$ cat src/rtl/gray_pkg.sv
// gray_pkg: shared Gray-code conversion helpers and end-of-range mode constants
package gray_pkg;
    localparam int MODE_WRAP = 0;
    localparam int MODE_SAT  = 1;

    function automatic logic [31:0] bin2gray(input logic [31:0] b);
        return b ^ (b >> 1);
    endfunction

    function automatic logic [31:0] gray2bin(input logic [31:0] g);
        logic [31:0] b;
        b = '0;
        for (int i = 31; i >= 0; i--) b[i] = ^(g >> i);
        return b;
    endfunction
endpackage

$ cat src/rtl/gray2bin.sv
// gray2bin: combinational prefix-XOR Gray-to-binary converter
module gray2bin #(
    parameter int WIDTH = 3
) (
    input  logic [WIDTH-1:0] gray,
    output logic [WIDTH-1:0] bin
);
    genvar g;
    for (g = 0; g < WIDTH; g++) begin : g_bit
        assign bin[g] = ^gray[WIDTH-1:g];
    end
endmodule

$ cat src/rtl/gray_updown_counter.sv
// gray_updown_counter: up/down Gray counter with load, wrap/saturate ends, wrap pulse and sticky overflow
module gray_updown_counter
    import gray_pkg::*;
#(
    parameter int WIDTH    = 3,
    parameter int SATURATE = MODE_WRAP
) (
    input  logic             Clk,
    input  logic             Reset,
    input  logic             En,
    input  logic             Up,
    input  logic             Load,
    input  logic [WIDTH-1:0] LoadGray,
    input  logic             OvfClr,
    output logic [WIDTH-1:0] Output,
    output logic [WIDTH-1:0] Binary,
    output logic             Wrap,
    output logic             Overflow
);
    logic [WIDTH-1:0] load_bin;
    logic [WIDTH-1:0] next_n;
    logic             end_ev;

    gray2bin #(.WIDTH(WIDTH)) u_load_conv (
        .gray (LoadGray),
        .bin  (load_bin)
    );

    // end event is a step that would leave the range; saturate mode turns it into a hold
    always_comb begin
        end_ev = En & ~Load & (Up ? &Binary : ~|Binary);
        next_n = Load ? load_bin
               : ~En ? Binary
               : (end_ev && SATURATE == MODE_SAT) ? Binary
               : Up ? Binary + WIDTH'(1) : Binary - WIDTH'(1);
    end

    // Output is derived from next_n so Binary and Output update on the same edge
    always_ff @(posedge Clk) begin
        if (Reset) begin
            Binary   <= '0;
            Output   <= '0;
            Wrap     <= 1'b0;
            Overflow <= 1'b0;
        end else begin
            Binary   <= next_n;
            Output   <= WIDTH'(bin2gray(32'(next_n)));
            Wrap     <= end_ev;
            Overflow <= (Overflow & ~OvfClr) | end_ev;
        end
    end
endmodule

$ cat config.mk
export PLATFORM = sky130hd
export DESIGN_NAME = gray_updown_counter
export DESIGN_NICKNAME = d
export VERILOG_FILES = /design/src/rtl/gray_pkg.sv /design/src/rtl/gray2bin.sv /design/src/rtl/gray_updown_counter.sv
export SDC_FILE = /design/constraint.sdc
export NUM_CORES = 1
export LEC_CHECK = 0
export BUFFER_PORTS_ARGS = -buffer_cell sky130_fd_sc_hd__buf_2
export CORE_AREA = 5 5 42 44
export DETAILED_ROUTE_END_ITERATION = 10
export DIE_AREA = 0 0 47 49
export GPL_TIMING_DRIVEN = 0
export HOLD_SLACK_MARGIN = 0.05
export PLACE_DENSITY = 0.63
export REMOVE_ABC_BUFFERS = 1
export SLEW_MARGIN = 20
export SYNTH_ARGS = -nofsm -noshare
export SYNTH_HDL_FRONTEND = slang
export SYNTH_SLANG_ARGS = --single-unit
$ cat constraint.sdc
create_clock -name Clk -period 2.1 [get_ports Clk]
set_clock_uncertainty 0.2 [all_clocks]
set_input_delay 0.21 -clock Clk [delete_from_list [all_inputs] [get_ports Clk]]
set_output_delay 0.21 -clock Clk [all_outputs]
set_load 0.05 [all_outputs]
Word level (Yosys, flattened, before mapping)
Cells that the tools add are included.
- flip-flop bits (word level): 8
- input bits: 9
- output and inout bits: 8
- word-level logic and storage cells: 22
- $add $sub $neg: 2
- muxes and demuxes: 4
- bitwise logic cells: 7
- reductions and logical operators: 5
- operator list (cell ; count):
    $mux 3 ; 3
    $add 3x1->3 const B ; 1
    $and 1x1->1 ; 3
    $reduce_and 3->1 ; 1
    $reduce_or 3->1 ; 1
    $reduce_xor 3->1 ; 1
    $sub 3x1->3 const B ; 1
    $xor 3x2->3 ; 1
    $not 1->1 ; 2
    $reduce_xor 2->1 ; 1
    $logic_not 1->1 ; 1
    $mux 1 ; 1
    $or 1x1->1 ; 1

Logic depth before layout (Yosys ltp)
Gate-level depths: netlist of run 1.
- word-level depth: 5
- mapped depth: 6
- mapped depth without buffers: 6

Cells and area by module
Synthesis of run 1 repeated with hierarchy kept, for this count alone.
- cell total of the unflattened synthesis: 37
- area total of the unflattened synthesis: 387.9 µm²
- modules (own cells, without submodules) (module ; times used ; cells an instance ; area each (µm²) ; seq. area each (µm²)):
    gray_updown_counter ; 1 ; 34 ; 347.8 ; 140.1
    gray2bin ; 1 ; 3 ; 40.0 ; 0.0

Worst setup path before layout of run 1
No wires, ideal clock.
- kind: register to register
- start: reg Binary[0]
- end: reg Output[1]
- setup time: 0.123 ns
- arrival: 1.832 ns
- data required time: 1.777 ns
- slack: -0.055 ns
- stages on the path, launching flop included: 7
- buffers on the path: 0
- period minus slack after synthesis: 2.155 ns
- cell sequence: dfxtp_1 -> inv_1 -> fa_1 -> xnor2_1 -> mux2i_1 -> nand2_1 -> mux2i_1
- longest elaborated chain between the ends: 5
- elaborated cells on any way between the ends: 6
- classes of those cells: add/sub (2); mux (3); bitwise (1)
- RTL lines (what ; line ; source):
    start, declared ; gray_updown_counter.sv:16 ; output logic [WIDTH-1:0] Binary,
    start signal, assigned ; gray_updown_counter.sv:46 ; Binary <= next_n;
    $sub 3x1->3 or $add 3x1->3 (tied branches) ; gray_updown_counter.sv:35 ; : Up ? Binary + WIDTH'(1) : Binary - WIDTH'(1);
    $mux 3 (*) ; gray_updown_counter.sv:35 ;
    $mux 3 (*) ; gray_updown_counter.sv:33 ; : ~En ? Binary
    $mux 3 (*) ; gray_updown_counter.sv:32 ; next_n = Load ? load_bin
    $xor 3x2->3 (*) ; gray_pkg.sv:7 ; return b ^ (b >> 1);
    end signal, assigned ; gray_updown_counter.sv:47 ; Output <= WIDTH'(bin2gray(32'(next_n)));
    end, declared ; gray_updown_counter.sv:15 ; output logic [WIDTH-1:0] Output,
Every way passes the cells marked *; elsewhere a longest branch is shown, timed or not.
A chain may end at the register's enable or synchronous reset.

Worst setup path after layout of run 1
Ends and elaborated chain as after synthesis.

==> results of run 1 <==
area by class of cell:
| cell class | count | area share [%] |
|---|---|---|
| multi-input combinational | 31 | 41.41 |
| inverter | 4 | 2.824 |
| clock buffer | 4 | 4.941 |
| sequential | 7 | 26.35 |
| tap | 16 | 3.765 |
| timing repair buffer | 19 | 20.71 |
through the flow:
step                worst slack (ns)  util, %  instances
global route                 0.03299    37.95         81
detailed placement            0.1853    33.93         74
finish                        0.2041    37.95         81
floorplan                   -0.05665        -         42
CTS                           0.1778    37.95         81
global placement              0.2022    33.93         74
synthesized netlist by cell type:
master	instances
sky130_fd_sc_hd__mux2i_1	3
sky130_fd_sc_hd__nand2b_1	1
sky130_fd_sc_hd__xnor2_1	3
sky130_fd_sc_hd__inv_1	4
sky130_fd_sc_hd__buf_2	2
sky130_fd_sc_hd__and2_4	1
sky130_fd_sc_hd__nor2b_1	1
sky130_fd_sc_hd__xor2_1	2
sky130_fd_sc_hd__dfxtp_1	7
sky130_fd_sc_hd__nand4_1	1
sky130_fd_sc_hd__a211oi_1	2
sky130_fd_sc_hd__nor2_1	4
sky130_fd_sc_hd__o21bai_1	1
sky130_fd_sc_hd__a21oi_1	3
sky130_fd_sc_hd__nand2_1	3
sky130_fd_sc_hd__nand3_1	1
sky130_fd_sc_hd__a22oi_1	1
sky130_fd_sc_hd__buf_4	1
sky130_fd_sc_hd__fa_1	1
sky130_fd_sc_hd__nor3b_1	1
sky130_fd_sc_hd__o41ai_1	1
sky130_fd_sc_hd__or3_1	1
power groups by stage:
stage	combinational (mW)	clock [mW]	sequential (mW)
finish	0.135	0.122	0.155
global route	0.145	0.136	0.158
CTS	0.137	0.125	0.155
detailed placement	0.131	0	0.158
global placement	0.131	0	0.158
floorplan	0.0505	0	0.204
cell families after synthesis:
kind of cell | Yosys count | synth area share, %
xor+xnor | 5 | 11.15
buf+inv | 7 | 8.280
compound gates | 8 | 13.69
simple gates | 14 | 18.47
mux | 3 | 7.644
flops | 7 | 35.67
fa+ha+maj | 1 | 5.096
path summary, 6_finish.rpt:
check | end | slack, ns | depth (start not counted)
setup / recovery | Output[1]$_SDFF_PP0_ | 0.20 | 6
hold / removal | Binary[0]$_SDFF_PP0_ | 0.07 | 2
setup reg to reg | Output[1]$_SDFF_PP0_ | 0.20 | 6
hold reg to reg | Overflow$_SDFF_PP0_ | 0.30 | 2
metal layers:
metal	GRT usage [%]	up-vias
li1	-	189
met1	7.982	165
met2	15.38	13
met3	5.535	0
met4	1.382	0
met5	0	-
flip-flops by register name, indices dropped and copies added (netlist names):
name      count
Wrap          1
Binary        2
Output        3
Overflow      1
==> results.txt, run 1 <==
----------------------------------------------------
[Status]
  Status ... completed

[Timing]
  Slew at the pin closest to its max-slew limit ... 0.3020 ns
  Accumulated negative setup slack ... 0 ns
  Final max-slew violation count ... 0
  Final Critical Period ... 1.896 ns
  Final period utilization ... 90.28%
  Finish-stage setup viols ... 0
  Worst Hold Margin ... 0.07254 ns
  Fin. Hold Viols ... 0
  Headroom to the max-slew limit ... 79.60%
  Maximum frequency from static timing analysis ... 527.5 MHz
  Unrepaired setup endpoints after global routing ... no

[Clocking]
  Number of buffers created by CTS ... 3
  # hold bufs at CTS ... 3
  Clock root buffer ... sky130_fd_sc_hd__clkbuf_4
  Post-CTS Repair Setup Buffers ... 0
  Quantity of gates resized following cts ... 0
  Clock slew at the register clock pins of the worst setup and hold paths ... about 0.05 ns
  Clock tree from TritonCTS ... done
  Clk sinks ... 7
  Clk_lat worst skew ... 0.25 ns
  Clock Path Buffers ... 2
  Number of H-tree branching levels ... 1

[Synth]
  Proportion of synthesized chip area in sequential cells ... 35.67%
  Post-synth top area share ... 35.67%
  Cell area after technology mapping ... slightly below 400 sq um
  Area contributors post-synth ... sky130_fd_sc_hd__dfxtp_1 36%, sky130_fd_sc_hd__mux2i_1 7.6%, sky130_fd_sc_hd__xnor2_1 6.7%, sky130_fd_sc_hd__fa_1 5.1%, sky130_fd_sc_hd__xor2_1 4.5%
  Mean area per synthesized cell ... 8.731 sq um
  Ys Warns ... 0
  Count of distinct cell types in the synthesized netlist ... 22
  Number of standard cells after synthesis ... 45
  Flop and latch count out of synthesis ... 7
  Cell taking the most area after synthesis ... sky130_fd_sc_hd__dfxtp_1

[Route]
  Length of routed met2 wiring ... 463 um
  Average wire per cell in the routed design ... 10.70 um
  Number of vias after detailed routing ... 367
  Remaining routing DRC violations ... 0
  Violation count after the first detailed-route iteration ... 0
  Vias per inst ... 4.531
  Routed length on met1 ... about 320 um
  DR top layer ... met3
  Pre-Repair DR Iteration Count ... 1
  Met3 Wirelength ... 79 um
  Antenna violation net count after detailed routing ... 0
  Drt total wl ... 867 um

[Worst setup path]
  Critical path capture point type ... flop
  Critical path cell sequence ... inv_1, fa_1, xnor2_1, mux2i_1, nand2_1, mux2i_1
  Top delay family on crit path ... flip-flops
  Standard cell with the maximum stage delay on the critical path ... sky130_fd_sc_hd__dfxtp_1
  Critical path type ... reg2reg
  Reg2reg start ... Binary[0]$_SDFF_PP0_
  Crit path arrival time ... 1.83 ns
  Origin of the worst setup path ... Binary[0]$_SDFF_PP0_
  CP max FO ... 6
  CP startpoint kind ... flop
  Most common cell on crit path ... sky130_fd_sc_hd__mux2i_1
  Buffering stage count on the worst path with inverters included ... 1
  Data required time of the worst path ... 2.03 ns
  Critical Path Max Stage Delay ... 0.44 ns

[Layout]
  Number of inserted filler cells in the final layout ... approximately 160
  Register area ... 140.1 sq um
  Number of diodes added for antenna fixing ... 0
  Most frequent standard cell in the layout excluding fill and tap cells ... sky130_fd_sc_hd__buf_2
  Share of final-layout standard cells stronger than drive strength 1 ... 30.77%
  Multi-input logic area ... 220.2 sq um
  Leading cell types in the layout, fill and taps excluded ... 16 x sky130_fd_sc_hd__buf_2, 7 x sky130_fd_sc_hd__dfxtp_1, 4 x sky130_fd_sc_hd__inv_1, 4 x sky130_fd_sc_hd__nor2_1
  Nets ... 76
  Layout Cell Area excl Fill ... 531.8 sq um
  Area growth, synth to finish ... 35.35%

[Pwr]
  Leakage power ... 0.2585 nW
  Clock share of power ... 29.6%
  Sequential Power Share ... 37.6%
  Largest vdd supply drop ... between 400 and 500 uV
  Internal power ... 266.2 uW
  Cell area power density ... 775.3 nW/um^2
  Net load switching power ... 146.0 uW
  Switching Share ... 35.42%
  Combinational group share of total power ... between 30% and 40%
  Power, Total ... 412.3 uW

[Flow run]
  MaxCap Viol Count ... 0

[Min path]
  Hold Path Class ... in2reg
  Hold Crit Start ... Load

[Global route]
  GRT Total Usage ... about 8.6%
  Total overflow reported by the global router ... 0
  Number of global-route vias before repair ... 360
  Largest net degree at the start of global routing ... 11
  Antenna violations before repair ... 0
  Wire length of the first global-routing pass ... 1407 um

[Floorplanning]
  Core Area ... about 1400 sq um
  Floorplan die area ... 2303 sq um
  Cell row count ... 14
  I/O pin cnt ... 17
  Initial Utilization ... 28.04%
  Horizontal die dimension ... 47 um
  Height of the die ... ~49 um

[Place]
  Area after detailed placement ... 475.5 sq um
  Final weighted congestion in routability-driven placement ... 0.7123
  DP Wirelength ... 633.8 um
  Port bufs ... 16

----------------------------------------------------
(Power assumes the default switching activity.)
==> run 2: changes to the inputs <==
--- a/config.mk
+++ b/config.mk
@@ -11,7 +11,7 @@
 export DIE_AREA = 0 0 47 49
 export GPL_TIMING_DRIVEN = 0
 export HOLD_SLACK_MARGIN = 0.05
-export PLACE_DENSITY = 0.63
+export PLACE_DENSITY = 0.65
 export REMOVE_ABC_BUFFERS = 1
 export SLEW_MARGIN = 20
 export SYNTH_ARGS = -nofsm -noshare
==> constraint.sdc (replaced) <==
create_clock -name Clk -period 1.6 [get_ports Clk]
set_clock_uncertainty 0.2 [all_clocks]
set_input_delay 0.16 -clock Clk [delete_from_list [all_inputs] [get_ports Clk]]
set_output_delay 0.16 -clock Clk [all_outputs]
set_load 0.05 [all_outputs]
==> run 2 against run 1 <==
Net effect:
- the run now ends with negative setup slack left
- register-to-register slack worse by 0.31 ns
- worst setup slack worse by 0.31 ns
- core utilization up 4.8 points
- clock-buffer cell count unchanged
- sequential share of layout area down 1.7 points
- cell area up 13%
- largest cell class unchanged
- highest routed layer unchanged
==> results.txt, run 2 (same netlist as run 1, synthesis figures left out) <==
----------------------------------------------------
[Place]
  Final weighted congestion in routability-driven placement ... 0.7185
  Worst-case setup slack after placement ... -0.3214 ns
  Area after detailed placement ... 475.5 sq um
  Port bufs ... 16

[Route]
  Drt total wl ... 924 um
  Remaining routing DRC violations ... 0
  Pre-Repair DR Iteration Count ... 4
  Number of vias after detailed routing ... approximately 400
  Violation count after the first detailed-route iteration ... 13
  Antenna violation net count after detailed routing ... 0
  Average wire per cell in the routed design ... 10.74 um
  Vias per inst ... 4.593

[Timing]
  Fin. Hold Viols ... 0
  Slew at the pin closest to its max-slew limit ... 0.2778 ns
  Finish-stage setup viols ... 2
  Unrepaired setup endpoints after global routing ... yes
  Headroom to the max-slew limit ... 81.24%
  Worst Hold Margin ... 0.07749 ns
  Accumulated negative setup slack ... -0.1364 ns
  Final Worst Setup Slack ... -0.1057 ns
  Final Critical Period ... 1.706 ns
  Final period utilization ... 106.6%
  Final max-slew violation count ... 0
  Maximum frequency from static timing analysis ... 586.3 MHz

[Global route]
  Antenna violations before repair ... 0
  Total overflow reported by the global router ... 0
  Number of global-route vias before repair ... between 300 and 400
  Wire length of the first global-routing pass ... 1469 um
  GRT Total Usage ... 8.815%
  Largest net degree at the start of global routing ... 11

[Pwr]
  Clock share of power ... 27.8%
  Cell area power density ... 944.7 nW/um^2
  Leakage power ... 0.2872 nW
  Internal power ... 366.8 uW
  Combinational group share of total power ... 37.0%
  Net load switching power ... approximately 200 uW
  Switching Share ... 35.22%
  Sequential Power Share ... 35.3%
  Largest vdd supply drop ... 522.7 uV

[Flow run]
  MaxCap Viol Count ... 0

[Worst setup path]
  Register-to-Register Path Depth ... 5
  CP max FO ... 2
  Endpoint of the worst-slack reg-to-reg timing path ... Output[1]$_SDFF_PP0_
  Data required time of the worst path ... 1.58 ns
  Critical path cell sequence ... inv_2, fa_2, a211oi_2, or3_1, mux2i_1
  Critical path capture point type ... flop
  Reg2reg start ... Binary[0]$_SDFF_PP0_
  Critical Path Max Stage Delay ... roughly 0.55 ns
  Crit path arrival time ... 1.69 ns
  Critical path type ... reg2reg
  Register-to-register setup slack ... -0.11 ns
  Standard cell with the maximum stage delay on the critical path ... sky130_fd_sc_hd__fa_2
  CP startpoint kind ... flop

[Floorplanning]
  Cell row count ... 14
  I/O pin cnt ... 17
  Height of the die ... 49 um
  Initial Utilization ... 28.04%
  Core Area ... 1401 sq um
  Horizontal die dimension ... approximately 47 um
  Floorplan die area ... 2303 sq um

[Clocking]
  Number of H-tree branching levels ... 1
  Clk sinks ... 7
  Clock tree from TritonCTS ... done
  Clock Path Buffers ... 2
  Number of buffers created by CTS ... 3
  Clock root buffer ... sky130_fd_sc_hd__clkbuf_4
  Clock slew at the register clock pins of the worst setup and hold paths ... ~0.050 ns
  Clk_lat worst skew ... 0.25 ns

[Layout]
  Registers with the most flip-flops ... Output x3, Binary x2
  Number of diodes added for antenna fixing ... 0
  Flip-flop count of the largest register, all copies and words added ... 3
  Nets ... 81
  Leading cell types in the layout, fill and taps excluded ... 16 x sky130_fd_sc_hd__buf_2, 6 x sky130_fd_sc_hd__dlygate4sd3_1, 5 x sky130_fd_sc_hd__dfxtp_1
  Share of final-layout standard cells stronger than drive strength 1 ... between 40% and 50%
  Layout Cell Area excl Fill ... about 600 sq um
  Register with the most flip-flops ... Output
  Most frequent standard cell in the layout excluding fill and tap cells ... sky130_fd_sc_hd__buf_2
  Number of inserted filler cells in the final layout ... 151
  Area growth, synth to finish ... 52.55%

[Min path]
  Hold Path Class ... in2reg
  Hold path depth ... 3
  Hold EP ... Output[2]$_SDFF_PP0_
  Hold Crit Start ... LoadGray[2]

[Status]
  Status ... finished, violations left
  Failing checks ... negative setup slack

----------------------------------------------------
[run 2: cell type report]
type / instances / area (sq um) / area share (%)
Clock buffer: 4 / 26.28 / 4.384
Inverter: 4 / 15.01 / 2.505
Multi-Input combinational cell: 31 / 235.2 / 39.25
Sequential cell: 7 / 147.6 / 24.63
Tap cell: 16 / 20.02 / 3.340
Timing Repair Buffer: 24 / 155.1 / 25.89
[run 2: per-layer routing]
layer	global-route usage, %	vias to the layer above	wire (um)
met1	9.051	189	342
li1	-	198	-
met3	6.642	0	69
met5	0	-	0
met4	0	0	0
met2	14.93	8	512
[run 2: what timing repair did]
item / in CTS / in global routing
buffers inserted: 2 / 0
setup endpoints to repair: 4 / 4
endpoints found under the hold margin: 5 / 0
pin swaps: 3 / 1
resized for setup: 8 / 1
hold buffers: 6 / 0
[run 2: worst max path at each step]
| stage | endpoint | from | slack, ns | cells after the start |
|---|---|---|---|---|
| floorplan | Output[1]$_SDFF_PP0_ | Binary[0]$_SDFF_PP0_ | -0.56 | 6 |
| global placement | Output[1]$_SDFF_PP0_ | Binary[0]$_SDFF_PP0_ | -0.29 | 6 |
| detailed placement | Output[1]$_SDFF_PP0_ | Binary[0]$_SDFF_PP0_ | -0.32 | 6 |
| CTS | Output[1]$_SDFF_PP0_ | Binary[0]$_SDFF_PP0_ | -0.12 | 5 |
| global route | Output[1]$_SDFF_PP0_ | Binary[1]$_SDFF_PP0_ | -0.18 | 5 |
| finish | Output[1]$_SDFF_PP0_ | Binary[0]$_SDFF_PP0_ | -0.11 | 5 |
[run 2: worst max-delay path: cells and delay by family (launching register included)]
kind            cells  cell delay (ns)
flops               1             0.34
fa+ha+maj           1             0.55
simple gates        1             0.32
buf+inv             1             0.04
mux                 1             0.12
compound gates      1             0.08
[run 2: metrics by stage]
| step | std cells | power, mW | utilization [%] |
|---|---|---|---|
| floorplan | 42 | 0.3337 | - |
| global placement | 74 | 0.3787 | 33.93 |
| detailed placement | 74 | 0.3818 | 33.93 |
| CTS | 86 | 0.5753 | 42.41 |
| global route | 86 | 0.6084 | 42.77 |
| finish | 86 | 0.5662 | 42.77 |
[run 2: power by group through the flow]
| stage | registers (mW) | clock network (mW) | logic, mW |
|---|---|---|---|
| 2_1_floorplan | 0.267 | 0 | 0.0663 |
| 5_1_grt | 0.202 | 0.180 | 0.227 |
| 6_report | 0.200 | 0.157 | 0.209 |
| 3_3_place_gp | 0.207 | 0 | 0.172 |
| 4_1_cts | 0.200 | 0.170 | 0.206 |
| 3_5_place_dp | 0.207 | 0 | 0.174 |
==> run 3: changes to the inputs <==
--- a/config.mk
+++ b/config.mk
@@ -12,7 +12,6 @@
 export GPL_TIMING_DRIVEN = 0
 export HOLD_SLACK_MARGIN = 0.05
 export PLACE_DENSITY = 0.65
-export REMOVE_ABC_BUFFERS = 1
 export SLEW_MARGIN = 20
 export SYNTH_ARGS = -nofsm -noshare
 export SYNTH_HDL_FRONTEND = slang
==> run 3 against run 2 <==
Net effect:
- the run still ends with negative setup slack left
- fmax about the same
- core utilization increased by 2.2 points
- global-route usage increased by 1.4 points
- largest power group unchanged
- critical endpoint unchanged
- largest cell class unchanged
- worst setup slack got worse by 0.00051 ns
- clock-buffer cell count unchanged
- hold slack got worse by 0.0024 ns
- sequential share of layout area decreased by 1.2 points
- cell area increased by 5.2%
==> results.txt, run 3 (same netlist as run 1, synthesis figures left out) <==
----------------------------------------------------
[Layout]
  Nets ... slightly above 80
  Area growth, synth to finish ... 60.51%
  Flip-flop count of the largest register, all copies and words added ... 3
  Registers with the most flip-flops ... Output x3, Binary x2
  Share of final-layout standard cells stronger than drive strength 1 ... 48.61%
  Number of diodes added for antenna fixing ... 0
  Register with the most flip-flops ... Output
  Most frequent standard cell in the layout excluding fill and tap cells ... sky130_fd_sc_hd__buf_2
  Leading cell types in the layout, fill and taps excluded ... 16 x sky130_fd_sc_hd__buf_2, 5 x sky130_fd_sc_hd__dfxtp_1, 5 x sky130_fd_sc_hd__buf_4, 5 x sky130_fd_sc_hd__dlygate4sd3_1, 4 x sky130_fd_sc_hd__nor2_1

[Clocking]
  Number of buffers created by CTS ... 3
  Number of H-tree branching levels ... 1
  Clock slew at the register clock pins of the worst setup and hold paths ... 0.05 ns
  Clock tree from TritonCTS ... done
  Clock Path Buffers ... 2
  Clk_lat worst skew ... around 0.25 ns
  Clk sinks ... 7
  Clock root buffer ... sky130_fd_sc_hd__clkbuf_4

[Place]
  Port bufs ... 14
  Final weighted congestion in routability-driven placement ... 0.7054
  Worst-case setup slack after placement ... -0.1761 ns
  DP Wirelength ... 650.4 um

[Global route]
  Met3 usage ... 5.166%
  Met2 track demand over resource in global routing ... 16.74%
  Number of global-route vias before repair ... 367
  Antenna violations before repair ... 0
  Most utilized layer in the global route result ... met2
  Wire length of the first global-routing pass ... ~1700 um
  GRT Total Usage ... a little over 10%
  Grt met1 use ... 11.97%
  Total overflow reported by the global router ... 0
  Largest net degree at the start of global routing ... 11

[Route]
  Remaining routing DRC violations ... 0
  Drt total wl ... 1027 um
  Average wire per cell in the routed design ... roughly 12 um
  Pre-Repair DR Iteration Count ... 2
  Number of vias after detailed routing ... 387
  Vias per inst ... 4.398
  Violation count after the first detailed-route iteration ... 5
  Antenna violation net count after detailed routing ... 0

[Floorplanning]
  Initial Utilization ... 28.04%
  Height of the die ... 49 um
  I/O pin cnt ... 17
  Floorplan die area ... 2303 sq um
  Core Area ... 1401 sq um
  Horizontal die dimension ... between 40 and 50 um
  Cell row count ... 14

[Timing]
  Fin. Hold Viols ... 0
  Finish-stage setup viols ... 3
  Maximum frequency from static timing analysis ... between 500 and 600 MHz
  Final period utilization ... 106.6%
  Slew at the pin closest to its max-slew limit ... 0.2735 ns
  Headroom to the max-slew limit ... roughly four fifths
  Accumulated negative setup slack ... -0.1814 ns
  Unrepaired setup endpoints after global routing ... yes
  Final Critical Period ... around 1.7 ns
  Final Worst Setup Slack ... -0.1062 ns
  Final max-slew violation count ... 0

[Pwr]
  Power, Total ... 589.1 uW
  Largest vdd supply drop ... 453.0 uV
  Cell area power density ... 934.1 nW/um^2
  Leakage power ... 0.2956 nW

[Worst setup path]
  Register-to-Register Path Depth ... 5
  CP max FO ... 2
  Critical path capture point type ... flop
  Crit path arrival time ... ~1.7 ns
  CP startpoint kind ... flop
  Data required time of the worst path ... 1.58 ns
  Critical path type ... reg2reg

[Min path]
  Hold Path Class ... in2reg
  Hold path depth ... 3

[Flow run]
  MaxCap Viol Count ... 0

[Status]
  Status ... finished, violations left
  Failing checks ... negative setup slack

[Synth]
  Net count after synthesis ... 55

----------------------------------------------------
## run 3: changes by cell type in the layout (fill, tap and decap cells not counted)
cell / change
sky130_fd_sc_hd__a21oi_2: +1
sky130_fd_sc_hd__buf_4: +3
sky130_fd_sc_hd__dlygate4sd3_1: -1
sky130_fd_sc_hd__mux2i_2: +1
sky130_fd_sc_hd__mux2i_1: -1
sky130_fd_sc_hd__o21bai_4: +1
sky130_fd_sc_hd__a21oi_1: -1
sky130_fd_sc_hd__o21bai_1: -1
## run 3: worst max-delay path: stages, from the launching register on
cell	delay (ns)
sky130_fd_sc_hd__dfxtp_4	0.35
sky130_fd_sc_hd__inv_2	0.04
sky130_fd_sc_hd__fa_2	0.55
sky130_fd_sc_hd__a211oi_2	0.07
sky130_fd_sc_hd__or3_1	0.30
sky130_fd_sc_hd__mux2i_1	0.13
## run 3: layout make-up
| type | instances | area, sq um |
|---|---|---|
| Buffer | 3 | 17.52 |
| Tap cell | 16 | 20.02 |
| Sequential cell | 7 | 147.6 |
| Timing Repair Buffer | 23 | 150.1 |
| Multi-Input combinational cell | 31 | 254.0 |
| Fill cell | 150 | 770.7 |
| Inverter | 4 | 15.01 |
| Clock buffer | 4 | 26.28 |
## run 3: timing repair
item / in CTS / in global routing
pin swaps: 3 / 0
endpoints found under the setup margin: 4 / 4
hold endpoints to repair: 5 / 0
gates resized for setup: 2 / 4
hold buffers: 5 / 0
buffers inserted: 3 / 1
## run 3: path summary, 6_finish.rpt
path / start / end / slack [ns]
max: Binary[1]$_SDFF_PP0_ / Output[1]$_SDFF_PP0_ / -0.11
min: En / Wrap$_SDFF_PP0_ / 0.08
max reg2reg: Binary[1]$_SDFF_PP0_ / Output[1]$_SDFF_PP0_ / -0.11
min reg2reg: Overflow$_SDFF_PP0_ / Overflow$_SDFF_PP0_ / 0.31
## run 3: report_power, final
group / internal, mW / total, mW / switching (mW)
registers: 0.190 / 0.200 / 0.00976
logic: 0.0935 / 0.226 / 0.132
clock network: 0.0954 / 0.163 / 0.0680
## run 3: layer usage
| layer | part of all wire, % | up-vias | routed length, um |
|---|---|---|---|
| met5 | 0 | - | 0 |
| met4 | 1.6 | 0 | 16 |
| met3 | 7.8 | 2 | 80 |
| met2 | 55 | 14 | 563 |
| met1 | 36 | 167 | 366 |
| li1 | - | 204 | - |
## run 3: through the flow
step | utilization [%] | instances | area [sq um] | hold WS [ns]
after CTS | 43.13 | 87 | 604.3 | 0.05975
final | 45.00 | 88 | 630.6 | 0.07512
after floorplan | - | 45 | 410.4 | 0.02304
after global placement | 35.71 | 75 | 500.5 | 0.2065
after detailed placement | 35.71 | 75 | 500.5 | 0.2128
after global routing | 45.00 | 88 | 630.6 | 0.1007
